## config.mk

```make
export PLATFORM = sky130hd
export DESIGN_NAME = cbus_arbiter
export DESIGN_NICKNAME = d
export VERILOG_FILES = /design/src/rtl/cbus_arbiter.sv
export SDC_FILE = /design/constraint.sdc
export NUM_CORES = 1
export LEC_CHECK = 0
export CAP_MARGIN = 0
export CORE_AREA = 4 4 237 239
export CTS_CLUSTER_DIAMETER = 80
export DETAILED_ROUTE_END_ITERATION = 6
export DIE_AREA = 0 0 241 243
export GPL_TIMING_DRIVEN = 1
export HOLD_SLACK_MARGIN = 0.05
export PLACE_DENSITY = 0.44
export SYNTH_ARGS = -nofsm -noshare
export SYNTH_HDL_FRONTEND = slang
export SYNTH_SLANG_ARGS = --single-unit
export TNS_END_PERCENT = 20
```

## constraint.sdc

```tcl
create_clock -name i_clk -period 2.6 [get_ports i_clk]
set_input_delay 0.52 -clock i_clk [delete_from_list [all_inputs] [get_ports i_clk]]
set_output_delay 0.52 -clock i_clk [all_outputs]
set_load 0.02 [all_outputs]
```

## src/rtl/cbus_arbiter.sv

```systemverilog
// cbus_arbiter: two-master bus arbiter with watchdog; define CBUS_ARB_RR_EN for round-robin tie-break (default: master 1 wins ties)
module cbus_arbiter #(
  parameter int unsigned TIMEOUT = 1023
) (
  input  logic        i_clk,
  input  logic        i_rst_n,
  input  logic        i_m0_valid,
  input  logic        i_m1_valid,
  input  logic [63:0] i_m0_addr,
  input  logic [63:0] i_m1_addr,
  input  logic [2:0]  i_m0_size,
  input  logic [2:0]  i_m1_size,
  input  logic [7:0]  i_m0_strobe,
  input  logic [7:0]  i_m1_strobe,
  input  logic [63:0] i_m0_wdata,
  input  logic [63:0] i_m1_wdata,
  output logic        o_m0_addr_ok,
  output logic        o_m1_addr_ok,
  output logic        o_m0_data_ok,
  output logic        o_m1_data_ok,
  output logic [63:0] o_m0_rdata,
  output logic [63:0] o_m1_rdata,
  output logic        o_s_valid,
  output logic [63:0] o_s_addr,
  output logic [2:0]  o_s_size,
  output logic [7:0]  o_s_strobe,
  output logic [63:0] o_s_wdata,
  input  logic        i_s_addr_ok,
  input  logic        i_s_data_ok,
  input  logic [63:0] i_s_rdata,
  output logic        o_err_timeout
);
  typedef enum logic [1:0] {IDLE, GNT0, GNT1} state_t;
  state_t      r_state, w_next, w_tie;
  logic        r_last;
  logic [15:0] r_cnt;
  logic        r_err;
  logic        w_g0, w_g1;
`ifdef CBUS_ARB_RR_EN
  assign w_tie = r_last ? GNT0 : GNT1;
`else
  assign w_tie = GNT1;
`endif
  always_ff @(posedge i_clk or negedge i_rst_n) begin
    if (!i_rst_n) begin
      r_state <= IDLE;
      r_last  <= 1'b1;
      r_cnt   <= '0;
      r_err   <= 1'b0;
    end else begin
      r_state <= w_next;
      if (r_state == IDLE) r_cnt <= '0;
      else if (!i_s_data_ok && r_cnt != 16'hFFFF) r_cnt <= r_cnt + 16'd1;
      if (r_state != IDLE && i_s_data_ok) r_last <= (r_state == GNT1);
      if (TIMEOUT != 0 && {16'd0, r_cnt} == TIMEOUT) r_err <= 1'b1;
    end
  end
  always_comb begin
    w_next = r_state;
    case (r_state)
      IDLE:    w_next = (i_m0_valid && i_m1_valid) ? w_tie :
                        i_m0_valid ? GNT0 : i_m1_valid ? GNT1 : IDLE;
      default: w_next = i_s_data_ok ? IDLE : r_state;
    endcase
  end
  always_comb begin
    w_g0          = (r_state == GNT0);
    w_g1          = (r_state == GNT1);
    o_s_valid     = w_g0 ? i_m0_valid  : w_g1 ? i_m1_valid  : 1'b0;
    o_s_addr      = w_g0 ? i_m0_addr   : w_g1 ? i_m1_addr   : 64'd0;
    o_s_size      = w_g0 ? i_m0_size   : w_g1 ? i_m1_size   : 3'd0;
    o_s_strobe    = w_g0 ? i_m0_strobe : w_g1 ? i_m1_strobe : 8'd0;
    o_s_wdata     = w_g0 ? i_m0_wdata  : w_g1 ? i_m1_wdata  : 64'd0;
    o_m0_addr_ok  = w_g0 & i_s_addr_ok;
    o_m1_addr_ok  = w_g1 & i_s_addr_ok;
    o_m0_data_ok  = w_g0 & i_s_data_ok;
    o_m1_data_ok  = w_g1 & i_s_data_ok;
    o_m0_rdata    = w_g0 ? i_s_rdata : 64'd0;
    o_m1_rdata    = w_g1 ? i_s_rdata : 64'd0;
    o_err_timeout = r_err;
  end
endmodule

```

-- Word-level counts from Yosys, hierarchy flattened
Cells that the tools add are included.
- register bits: 19
- bits of input ports: 348
- $add $sub $neg: 1
- equal/unequal tests: 4
- multiplexer cells: 19
- bitwise gates (word level): 4
- reduce and logical (&&, ||, !) cells: 6
- operators with widths (operator ; count):
    $mux W64 ; 6
    $mux W16 ; 2
    $add A16 B1 Y16 const B ; 1
    $eq A16 B10 Y1 const B ; 1
    $mux W8 ; 2
    $ne A16 B16 Y1 const B ; 1
    $mux W2 ; 5
    $mux W3 ; 2
    $and A1 B1 Y1 ; 4
    $reduce_bool A2 Y1 ; 2
    $eq A2 B1 Y1 const B ; 1
    $eq A2 B2 Y1 const B ; 1
    $logic_and A1 B1 Y1 ; 2
    $logic_not A2 Y1 ; 1
    $mux W1 ; 2
    $logic_not A1 Y1 ; 1

-- Logic depth before layout (Yosys ltp)
Gate-level depths: netlist of the first run.
- word-level depth: 4
- depth in mapped cells: 8
- depth with buffers taken out: 5

-- Least setup slack after synthesis of the first run
Ideal clock, no wire load.
- path type: register to output
- start: register r_state[0]
- end: output o_s_wdata[19]
- arrival: 1.587 ns
- slack: 0.493 ns
- stages on the path, launching flop included: 6
- cells stage by stage: dfrtp_1 -> nor2b_1 -> clkbuf_1 -> clkbuf_1 -> clkbuf_1 -> a22o_1
- longest elaborated chain between the ends: 3
- elaborated cells between the ends (all ways): 4
- classes of those cells: eq/ne (2); mux (2)
- RTL lines (element ; RTL line ; source):
    start: declaration ; 34 ; state_t r_state, w_next, w_tie;
    start signal: assignment ; 51 ; r_state <= w_next;
    $eq A2 B2 Y1 ; 68 ; w_g1 = (r_state == GNT1);
    $mux W64 ; 73 ; o_s_wdata = w_g0 ? i_m0_wdata : w_g1 ? i_m1_wdata : 64'd0;
    $mux W64 * ; 73 ;
    end: declaration ; 27 ; output logic [63:0] o_s_wdata,
Every way passes the cells marked *; elsewhere a longest branch is shown, timed or not.

-- Worst setup path in the final report of the first run
- start: register r_state[0]
- end: output o_s_wdata[40]
Same word-level chain as after synthesis.

==> impl_metrics.json, run 1 <==
{
  "timing.hold.ws_ns": 0.496,
  "row_count": 85,
  "syn_avg_cell_area_um2": 7.60,
  "final_util_pct": 20.0,
  "drcViolationCount": 0,
  "grt_use_total_pct": 10.8,
  "setup_viol": 0,
  "final_cell_mix": "clkdlybuf4s50_1, dlygate4sd2_1, a22o_1",
  "chipWidth_um": 241,
  "postLayoutSetupSlackWorst_ns": 0.0558,
  "cts_buffers": 3,
  "power_density_nw_per_um2": 482,
  "ios": 621,
  "status": "finished, final reports clean",
  "via_count": 6027,
  "worst-endpoint-arrival_ns": 2.02,
  "cap_violations": 0,
  "place_congestion": 0.932,
  "fmax_mhz": 393,
  "clock_sinks": 19,
  "cts_max_path_buffers": 2,
  "finalHoldViolCount": 0,
  "slew_headroom_pct": 62.4,
  "clock_latency_ns": 0.25,
  "cp_max_fo": 30,
  "crit_type": "flip-flop to primary output",
  "synth-seq-cells": 19,
  "cts_tree": "built",
  "netlist_area_um2": 3290,
  "die_area_um2": 58600,
  "netlist_instances": 433,
  "root_buffer": "clkbuf_16",
  "fin_crit_ns": 2.54,
  "areaGrowthSynthToFinish_pct": 227,
  "crit_required_ns": 2.08,
  "dr.first_iter.drc_count": 215,
  "antenna_found_initial": 2,
  "numPortBuffers": 620,
  "gr-total-overflow": 0,
  "start_util_pct": 6.11,
  "synth_cell_types": 33,
  "synth_fp_nets": 782,
  "antenna_left": 0,
  "holdCritPathClass": "flip-flop to flip-flop",
  "ys_seq_area_share_pct": 14.4,
  "yosysWarnings": 0,
  "end_kind": "primary output",
  "clk_pin_slew_ns": 0.05,
  "grt_max_degree": 82,
  "ys.flop_type": "dfrtp_1",
  "vdd_drop_max_v": 0.000170,
  "start_kind": "flip-flop",
  "routed_wl_mm": 35.4,
  "avgRoutedWirePerCell_um": 20.5,
  "skew_ns": 0.00261,
  "period_share_pct": 97.9,
  "pre_cts_ws_ns": 0.106,
  "die_h_um": 243,
  "grt_pass1_wl_mm": 46.2,
  "nNetsFinal": 1385,
  "ys_async_sr_fraction_pct": 100,
  "synth_edf_count": 0,
  "first_global_vias": 6328,
  "worst_pin_slew_ns": 0.564,
  "power.leakage_nw": 4.86,
  "core_um2": 53800,
  "report.final.slew_viol_count": 0,
  "hold_buffers": 0,
  "drive_gt1_share_pct": 9.37,
  "first_pass_iters": 4,
  "h-tree-depth": 1,
  "avgViaCountPerCell": 3.48,
  "dp_hpwl_mm": 31.0,
  "final_common_cell": "clkdlybuf4s50_1",
  "n_fill_cell": 6025
}
==> stage by stage <==
step / instances / TNS, ns / power (W) / area [um^2]
after floorplan: 433 / 0 / 0.00224 / 3290
after global placement: 1722 / 0 / 0.00522 / 10800
after detailed placement: 1722 / 0 / 0.00522 / 10800
after CTS: 1726 / 0 / 0.00526 / 10700
after global routing: 1731 / -0.00335 / 0.00553 / 10800
final: 1732 / 0 / 0.00520 / 10800
==> synthesized netlist by cell type, types with 5 or more instances <==
cell      instances  area share (%)
and2_1          132              25
nand3_1           6            0.91
buf_1             7            0.80
o31ai_1           6             1.4
nand4_1           5            0.95
a21oi_1          10             1.5
and4_1            5             1.3
nand2_1          10             1.1
a22o_1          142              38
clkbuf_1         43             4.9
nor2_1            7            0.80
or4_1             8             1.8
dfrtp_1          19              14
==> final timing paths <==
path | slack (ns) | from | to | cells after the start
worst max-delay path | 0.06 | r_state[0] | o_s_wdata[40] | 4
worst min-delay path | 0.50 | o_err_timeout | o_err_timeout | 1
worst max register to register | 0.44 | r_cnt[0] | r_cnt[11] | 5
worst min register to register | 0.50 | o_err_timeout | o_err_timeout | 1
max in group asynchronous | 1.75 | i_rst_n | r_state[1] | 2
min in group asynchronous | 0.61 | i_rst_n | o_err_timeout | 2
==> worst max-delay path, stage by stage (launching register included) <==
cell and delay, ns:
dfrtp_2 0.43, nor2b_4 0.23, buf_12 0.21, a22o_1 0.23, clkdlybuf4s50_1 0.63
==> what timing repair did <==
item	CTS	global route
setup buffers	0	3
resized for setup	172	5
cloned	0	2
endpoints found under the setup margin	207	33
==> metal layers <==
metal / vias up / wire, um / global-route usage, %
met3: 14 / 4270 / 4.90
met1: 2768 / 12800 / 11.4
met5: - / 13 / 0
li1: 2861 / - / -
met2: 382 / 18200 / 20.3
met4: 2 / 179 / 0.962
==> logic make-up after synthesis <==
logic type / after synthesis / synth area share (%)
XOR/XNOR: 1 / 0.266
flip-flops: 19 / 14.4
AND/OR/NAND/NOR: 187 / 35.0
buffers and inverters: 54 / 6.27
adder cells (fa/ha/maj): 1 / 0.380
multiplexers: 2 / 0.608
AO/OA/AOI/OAI: 169 / 43.0
==> report_power, final <==
part	switching, W	internal, W	total (W)	leakage (nW)
clock network	0.000111	0.000209	0.000320	0.0382
logic	0.00234	0.00220	0.00454	4.56
registers	0.0000238	0.000312	0.000336	0.259
total	0.00247	0.00273	0.00520	4.86
==> registers in the layout, summed over array words and instances, names as in the netlist <==
| signal | count |
|---|---|
| r_state | 2 |
| o_err_timeout | 1 |
| r_cnt | 16 |
==> layout make-up <==
cell class                 count  area [um^2]  area share, %
timing repair buffer         651         6720           62.3
clock buffer                   4         78.8          0.732
tap                          696          871           8.08
inverter                       1         3.75         0.0348
antenna                        1         2.50         0.0232
multi-input combinational    360         2630           24.4
sequential                    19          478           4.44
(Power assumes the default switching activity.)
==> run 2, diff against run 1 <==
Settings changed: CORE_AREA 4 4 237 239 to 4 4 238 240, CTS_CLUSTER_SIZE set to 30, DIE_AREA 0 0 241 243 to 0 0 242 244, DONT_BUFFER_PORTS set to 1, PLACE_DENSITY 0.44 to 0.3.
==> impl_metrics.json, run 2 (synthesis results as in run 1) <==
{
  "rsz0062_at_grt": "false",
  "power.leakage_nw": 1.47,
  "chipWidth_um": 242,
  "crit_buf_inv": 1,
  "cts_buffers": 3,
  "whs_path_depth": 1,
  "top_register": "r_cnt",
  "grt_max_degree": 114,
  "post_cts_buffers": 0,
  "routed_wl_mm": 25.0,
  "clk_pin_slew_ns": 0.05,
  "start_util_pct": 6.02,
  "cts_max_path_buffers": 2,
  "first_pass_iters": 5,
  "grt_use_total_pct": 7.31,
  "core_um2": 54700,
  "nNetsFinal": 747,
  "skew_ns": 0.00201,
  "n_fill_cell": 6370,
  "row_count": 86,
  "via_count": 3886,
  "antenna_left": 0,
  "end_kind": "primary output",
  "setup_tns_ns": 0,
  "worst-endpoint-arrival_ns": 2.00,
  "final_common_cell": "a22o_1",
  "clock_sinks": 19,
  "ios": 621,
  "crit_type": "flip-flop to primary output",
  "report.final.slew_viol_count": 0,
  "avgViaCountPerCell": 3.49,
  "vdd_drop_max_v": 0.000346,
  "cap_violations": 0,
  "finalHoldViolCount": 0,
  "areaGrowthSynthToFinish_pct": 28.9,
  "die_area_um2": 59000,
  "hold_buffers": 1,
  "multiInputGateArea_um2": 2620,
  "numPortBuffers": 0,
  "avgRoutedWirePerCell_um": 22.5,
  "crit_family": "compound AO/OA/AOI/OAI gates",
  "largest_register_ff_count": 16,
  "r2r-end": "r_cnt[13]",
  "final_cell_mix": "a22o_1, and2_1, dfrtp_1",
  "setup_viol": 0,
  "final_util_pct": 7.76,
  "grt_pass1_wl_mm": 30.7,
  "cp_cell_sequence": "nor2b_4, buf_12, a22o_1",
  "start_kind": "flip-flop",
  "dr.first_iter.drc_count": 233,
  "slew_headroom_pct": 38.5,
  "status": "finished, final reports clean",
  "drive_gt1_share_pct": 4.53,
  "period_share_pct": 97.1,
  "register_area_um2": 475,
  "place_congestion": 1.01,
  "cp_slowest_cell": "a22o_1",
  "fin_crit_ns": 2.52,
  "power_density_nw_per_um2": 732,
  "min_to": "r_state[1]",
  "clock_latency_ns": 0.25,
  "rr_startpoint": "r_cnt[0]",
  "root_buffer": "clkbuf_16",
  "r2r_setup_slack_ns": 0.45,
  "cts_resized": 0,
  "fmax_mhz": 396,
  "first_global_vias": 3604,
  "hp-start": "i_m1_valid",
  "holdCritPathClass": "primary input to flip-flop",
  "gr-total-overflow": 0,
  "cts_tree": "built",
  "cp_max_fo": 113,
  "crit_required_ns": 2.08,
  "die_h_um": 244,
  "h-tree-depth": 1,
  "ff2ff_path_depth": 5,
  "antenna_found_initial": 9,
  "worst_pin_slew_ns": 0.919,
  "max_stage_delay_ns": 0.54,
  "drcViolationCount": 0,
  "dp_hpwl_mm": 21.8
}
-- run 2: final cells by class --
class	instances	share of cell area, %
Timing Repair Buffer	13	3.54
Tap cell	704	20.8
Antenna cell	11	0.649
Sequential cell	19	11.2
Clock buffer	4	1.86
Multi-Input combinational cell	360	61.9
Inverter	1	0.0885
-- run 2: worst max-delay path by stage --
stage / depth (start not counted) / startpoint / endpoint
after floorplan: 5 / r_state[0] / o_s_wdata[19]
after global placement: 3 / r_state[0] / o_s_addr[5]
after detailed placement: 3 / r_state[0] / o_s_addr[5]
after CTS: 3 / r_state[0] / o_s_addr[5]
after global routing: 3 / r_state[1] / o_s_addr[52]
final: 3 / r_state[1] / o_s_addr[52]
-- run 2: per-layer routing --
metal / track usage [%] / routed length, um
met1: 8.63 / 9310
met2: 11.8 / 11700
met3: 3.22 / 3140
met4: 2.32 / 680
met5: 1.47 / 168
-- run 2: report_power, final --
part	switching, W	internal (W)
clock network	0.000112	0.000209
registers	0.0000233	0.000311
logic	0.00188	0.000572
-- run 2: through the flow --
step	setup WS [ns]	total power, W	hold WS (ns)	area, um^2	cells
floorplan	0.493	0.00224	0.224	3290	433
finish	0.0758	0.00310	0.400	4240	1112
detailed placement	0.445	0.00279	0.225	4120	1096
global placement	0.474	0.00280	0.225	4120	1096
global route	0.0635	0.00324	0.403	4230	1108
CTS	0.171	0.00314	0.399	4210	1101
==> RTL change 1: new RTL, flow settings as in run 1 <==
Put a register stage on the output `o_s_strobe`, cleared by the reset. The value now appears one clock later. The other outputs are not delayed to match.
--- a/src/rtl/cbus_arbiter.sv
+++ b/src/rtl/cbus_arbiter.sv
@@ -33,2 +33,4 @@
   typedef enum logic [1:0] {IDLE, GNT0, GNT1} state_t;
+
+  logic [7:0] o_s_strobe_d;
   state_t      r_state, w_next, w_tie;
@@ -71,3 +73,3 @@
     o_s_size      = w_g0 ? i_m0_size   : w_g1 ? i_m1_size   : 3'd0;
-    o_s_strobe    = w_g0 ? i_m0_strobe : w_g1 ? i_m1_strobe : 8'd0;
+    o_s_strobe_d  = w_g0 ? i_m0_strobe : w_g1 ? i_m1_strobe : 8'd0;
     o_s_wdata     = w_g0 ? i_m0_wdata  : w_g1 ? i_m1_wdata  : 64'd0;
@@ -81,2 +83,10 @@
   end
+  always_ff @(posedge i_clk or negedge i_rst_n) begin
+    if (!i_rst_n) begin
+      o_s_strobe <= '0;
+    end else begin
+      o_s_strobe <= o_s_strobe_d;
+    end
+  end
+
 endmodule
Behaviour: not the same (Yosys sat finds a counterexample within 4 cycles, from zero or initial values and one cycle with i_rst_n low).
==> RTL change 1 against run 1 <==
  * Via count grew 0.22%
  * Setup slack gained 0.026 ns
  * Clock skew grew 0.0073 ns
  * Critical path depth grew 2
  * Maximum frequency grew 1.0%
  * Final cell count grew 0.17%
  * Total power grew 18%
  * Sequential cell count grew 8
  * First-iteration DRC count shrank 16%
  * Cell area grew 7.7%
  * Largest cell class unchanged
  * Global-route usage grew 3.0 points
  * Area after synthesis grew 5.4%
  * Wire length grew 23%
==> RTL change 1: results (changes against run 1) <==
* Status: complete, no violations
* Met1 usage at 15.7% (+4.3 points)
* CP max stage cell: dfrtp_2
* Routed WL at 43.5 mm (+23%)
* Via-to-Cell Ratio at 3.48 (about the same)
* WL met3 at 6.31 mm (+48%)
* Iter 0 DRT Violations at 181 (-16%)
* Post-Syn Nets at 785 (+0.38%)
* Share of cells above drive strength 1 at 12.9% (+3.5 points)
* First-pass GRT wire length at 56.4 mm (+22%)
* DRT met1 WL at 16.7 mm (+30%)
* Clock Latency Late Sink at 0.28 ns (+0.03 ns)
* Placed Cells at 1724 (+0.12%)
* Register fraction of the total cell area at 5.84% (+1.4 points)
* CP max stage delay at 0.44 ns (-0.19 ns)
* Number of cells produced by synthesis at 436 (+0.69%)
* Top cells by count, synth: a22o_1 (142), and2_1 (132), clkbuf_1 (42)
* Worst IR Drop VDD at 242 µV (+42%)
* DP HPWL at 38.7 mm (+25%)
* Number of fill cells at 5966 (-0.98%)
* Lkg Pwr at 5.92 nW (+22%)
* Placement Cell Area at 11300 µm² (+4.2%)
* # diodes at 0 (-1)
* Placer Congestion at 0.835 (-10%)
* Seq Cell Count at 27 (+8)
* Max FO, Critical Path at 26 (-13%)
* Multi-input gate area at 2650 µm² (+0.86%)
* Non-CTS inverters at 3 (+2)
* Fin nets at 1389 (+0.29%)
* Global routing usage on met3 at 8.76% (+3.9 points)
* Largest net degree at the start of global routing at 60 (-27%)
* Via count at 6040 (+0.22%)
* Vias in the first global route at 6393 (+1.0%)
* GRT Util Overall at 13.8% (+3.0 points)
* Non-clk bufs at 648 (-0.46%)
* Final-layout clock-cell area share at 0.712% (-0.020 points)
* Signal buf overhead at 63.0% (+0.70 points)
* Worst EP arrival at 2.00 ns (-0.02 ns)
* Post-route cell area at 11600 µm² (+7.7%)
* Met2 GRT Util at 21.6% (+1.3 points)
* Netlist cell types at 36 (+9.1%)
* Worst-path clk slew at 0.08 ns (+0.03 ns)
* DR WL met2 at 19.1 mm (+5.1%)
* Sequential fraction of the synthesis area at 19.5% (+5.0 points)
==> RTL change 1: cell types whose count changed after synthesis, sizes merged, moves of 2 or more <==
cell	delta
nor2	-2
or4	-2
buf	-3
o311ai	+2
o41ai	+2
and4	-4
or3	+4
o21ai	+2
inv	+2
dfrtp	+8
==> RTL change 1: repair_timing <==
action	CTS	global route
cloned	2	0
endpoints found under the setup margin	251	122
buffers inserted	3	2
resized for setup	116	87
==> RTL change 1: how the worst max path moves through the flow <==
stage               slack [ns]        from  cells after the start       endpoint
global placement         -0.03  r_state[1]                      4    o_s_addr[0]
global route            -0.002  r_state[0]                      6   o_s_addr[30]
detailed placement      0.0001  r_state[1]                      4    o_s_addr[0]
CTS                      -0.12  r_state[0]                      5  o_s_wdata[59]
finish                    0.08  r_state[0]                      6   o_s_addr[19]
floorplan                 0.57  r_state[0]                      5  o_s_wdata[10]
==> RTL change 1: cell families after synthesis <==
family          Yosys count  share of synthesized area [%]
flops                    27                           19.5
buf+inv                  52                           5.73
compound gates          174                           41.8
fa+ha+maj                 1                          0.361
mux                       1                          0.289
simple gates            181                           32.3
==> RTL change 1: report_power, final <==
| part | switching [mW] | internal, mW | total, mW |
|---|---|---|---|
| sequential | 0.0337 | 0.461 | 0.495 |
| clock | 0.178 | 0.211 | 0.389 |
| combinational | 2.71 | 2.55 | 5.26 |
==> RTL change 1: metrics by stage <==
| step | hold WS (ns) | total power, mW | utilization (%) |
|---|---|---|---|
| 3_5_place_dp | 0.470 | 5.93 | 20.9 |
| 5_1_grt | 0.503 | 6.50 | 21.6 |
| 2_1_floorplan | 0.224 | 2.42 | - |
| 6_report | 0.488 | 6.14 | 21.6 |
| 3_3_place_gp | 0.476 | 5.93 | 20.9 |
| 4_1_cts | 0.494 | 6.28 | 21.1 |
==> RTL change 2: new RTL, flow settings as in run 1 <==
Without the edit above. Build with the macro `CBUS_ARB_RR_EN` defined.
--- a/src/rtl/cbus_arbiter.sv
+++ b/src/rtl/cbus_arbiter.sv
@@ -1,2 +1,4 @@
 // cbus_arbiter: two-master bus arbiter with watchdog; define CBUS_ARB_RR_EN for round-robin tie-break (default: master 1 wins ties)
+`define CBUS_ARB_RR_EN
+
 module cbus_arbiter #(
Formal check against the unedited RTL: not equivalent (a bounded check fails within 4 cycles, from zero or initial values and one cycle with i_rst_n low).
==> RTL change 2 against run 1 <==
  * Clock skew about the same
  * Sequential share of layout area up 0.20 points
  * Sequential cell count up 1
  * Critical path depth up 3
  * Area after synthesis up 3.2%
  * Setup slack better by 0.029 ns
  * Wire length up 10%
  * Cell area up 0.44%
  * Critical endpoint is now o_s_wdata[23]
  * Highest routed layer unchanged
Power is not compared: it rests on default switching activity, and its combinational part moved more than twofold at a synthesized area within 25%.
==> RTL change 2: results (changes against run 1) <==
* Status: complete, no violations
* Combinational power share at 92.8%
* Non-filler instance count after layout at 1750 (+1.0%)
* Post-Syn Nets at 785 (+0.38%)
* Lkg Pwr at 5.01 nW
* Largest net degree at the start of global routing at 34 (-59%)
* Worst Skew at 0.00225 ns (-0.000363 ns)
* Top cells by count, synth: a22o_1 (140), and2_1 (131), buf_2 (24)
* Placed Cells at 1736 (+0.81%)
* Iter 0 DRT Violations at 172 (-20%)
* Avg WL per Cell at 22.3 µm (+9.0%)
* DRT met1 WL at 15.9 mm (+24%)
* First-pass GRT wire length at 50.5 mm (+9.3%)
* Ranking of synthesized cells by area: a22o_1 (36%), and2_1 (24%), dfrtp_1 (14%)
* Share of cells above drive strength 1 at 11.9% (+2.5 points)
* Max FO, Critical Path at 33 (+10%)
* Htree depth at 1 (unchanged)
* Setup Buffers After CTS at 4 (+4)
* WL met3 at 4.26 mm (-0.30%)
* Post_cts resized at 198 (+15%)
* Sequential fraction of the synthesis area at 14.8% (+0.32 points)
* GRT Util Overall at 12.1% (+1.3 points)
* Worst EP arrival at 2.00 ns (-0.02 ns)
* GRT overflow at 0 (unchanged)
* Number of fill cells at 6037 (+0.20%)
* Mean post-synth cell area at 7.79 µm² (+2.5%)
* Vias in the first global route at 6425 (+1.5%)
* DR WL met2 at 18.3 mm (+0.91%)
* Netlist cell types at 41 (+24%)
* Initial antenna violation count at 6 (+4)
* R2R Setup Slk at 0.34 ns (-0.10 ns)
* Placer Congestion at 0.894 (-4.0%)
* DP HPWL at 33.9 mm (+9.4%)
* Fin nets at 1401 (+1.2%)
[RTL change 2: path summary, 6_finish.rpt]
path,startpoint,end,cells after the start
worst max-delay path,r_state[1],o_s_wdata[23],7
worst min-delay path,o_err_timeout,o_err_timeout,1
worst max register to register,r_cnt[0],r_cnt[10],5
worst min register to register,o_err_timeout,o_err_timeout,1
max in group asynchronous,i_rst_n,r_last,2
min in group asynchronous,i_rst_n,r_cnt[4],2
[RTL change 2: per-layer routing]
metal  track usage [%]  up-vias
met2              20.9      432
met5                 0        -
met3              3.98       22
met4              1.79        6
met1              14.8     2835
li1                  -     2878
[RTL change 2: final cells by class]
class                           count  share of cell area, %
Timing Repair Buffer              661                   61.8
Tap cell                          696                   8.05
Antenna cell                        3                 0.0694
Clock buffer                        4                  0.728
Inverter                            3                  0.104
Sequential cell                    20                   4.64
Multi-Input combinational cell    363                   24.6
[RTL change 2: logic make-up after synthesis]
family	after synthesis	share of synthesized area (%)
DFF	20	14.8
adders and majority gates	1	0.368
muxes	1	0.295
AOI/OAI and AO/OA	171	42.9
and+or+nand+nor	188	33.7
xor gates and xnor gates	2	0.516
buffers and inverters	53	7.44
[RTL change 2: through the flow]
stage               power (mW)  hold slack, ns  instance area, µm²  utilization [%]  setup slack, ns
finish                    10.2           0.482               10800             20.1           0.0845
global route              10.8           0.510               10800             20.1          0.00207
CTS                       10.5           0.486               10800             20.1          0.00216
detailed placement        10.6           0.473               10800             20.1          -0.0954
global placement          10.6           0.460               10800             20.1           -0.139
floorplan                 4.74           0.224                3400                -            0.624
[RTL change 2: worst max-delay path, cell delays in order (launching register included)]
cell           delay, ns
dfrtp_1             0.41
inv_1               0.12
nor2_4              0.14
buf_4               0.13
buf_12              0.14
buf_12              0.20
a22o_1              0.16
dlygate4sd2_1       0.39
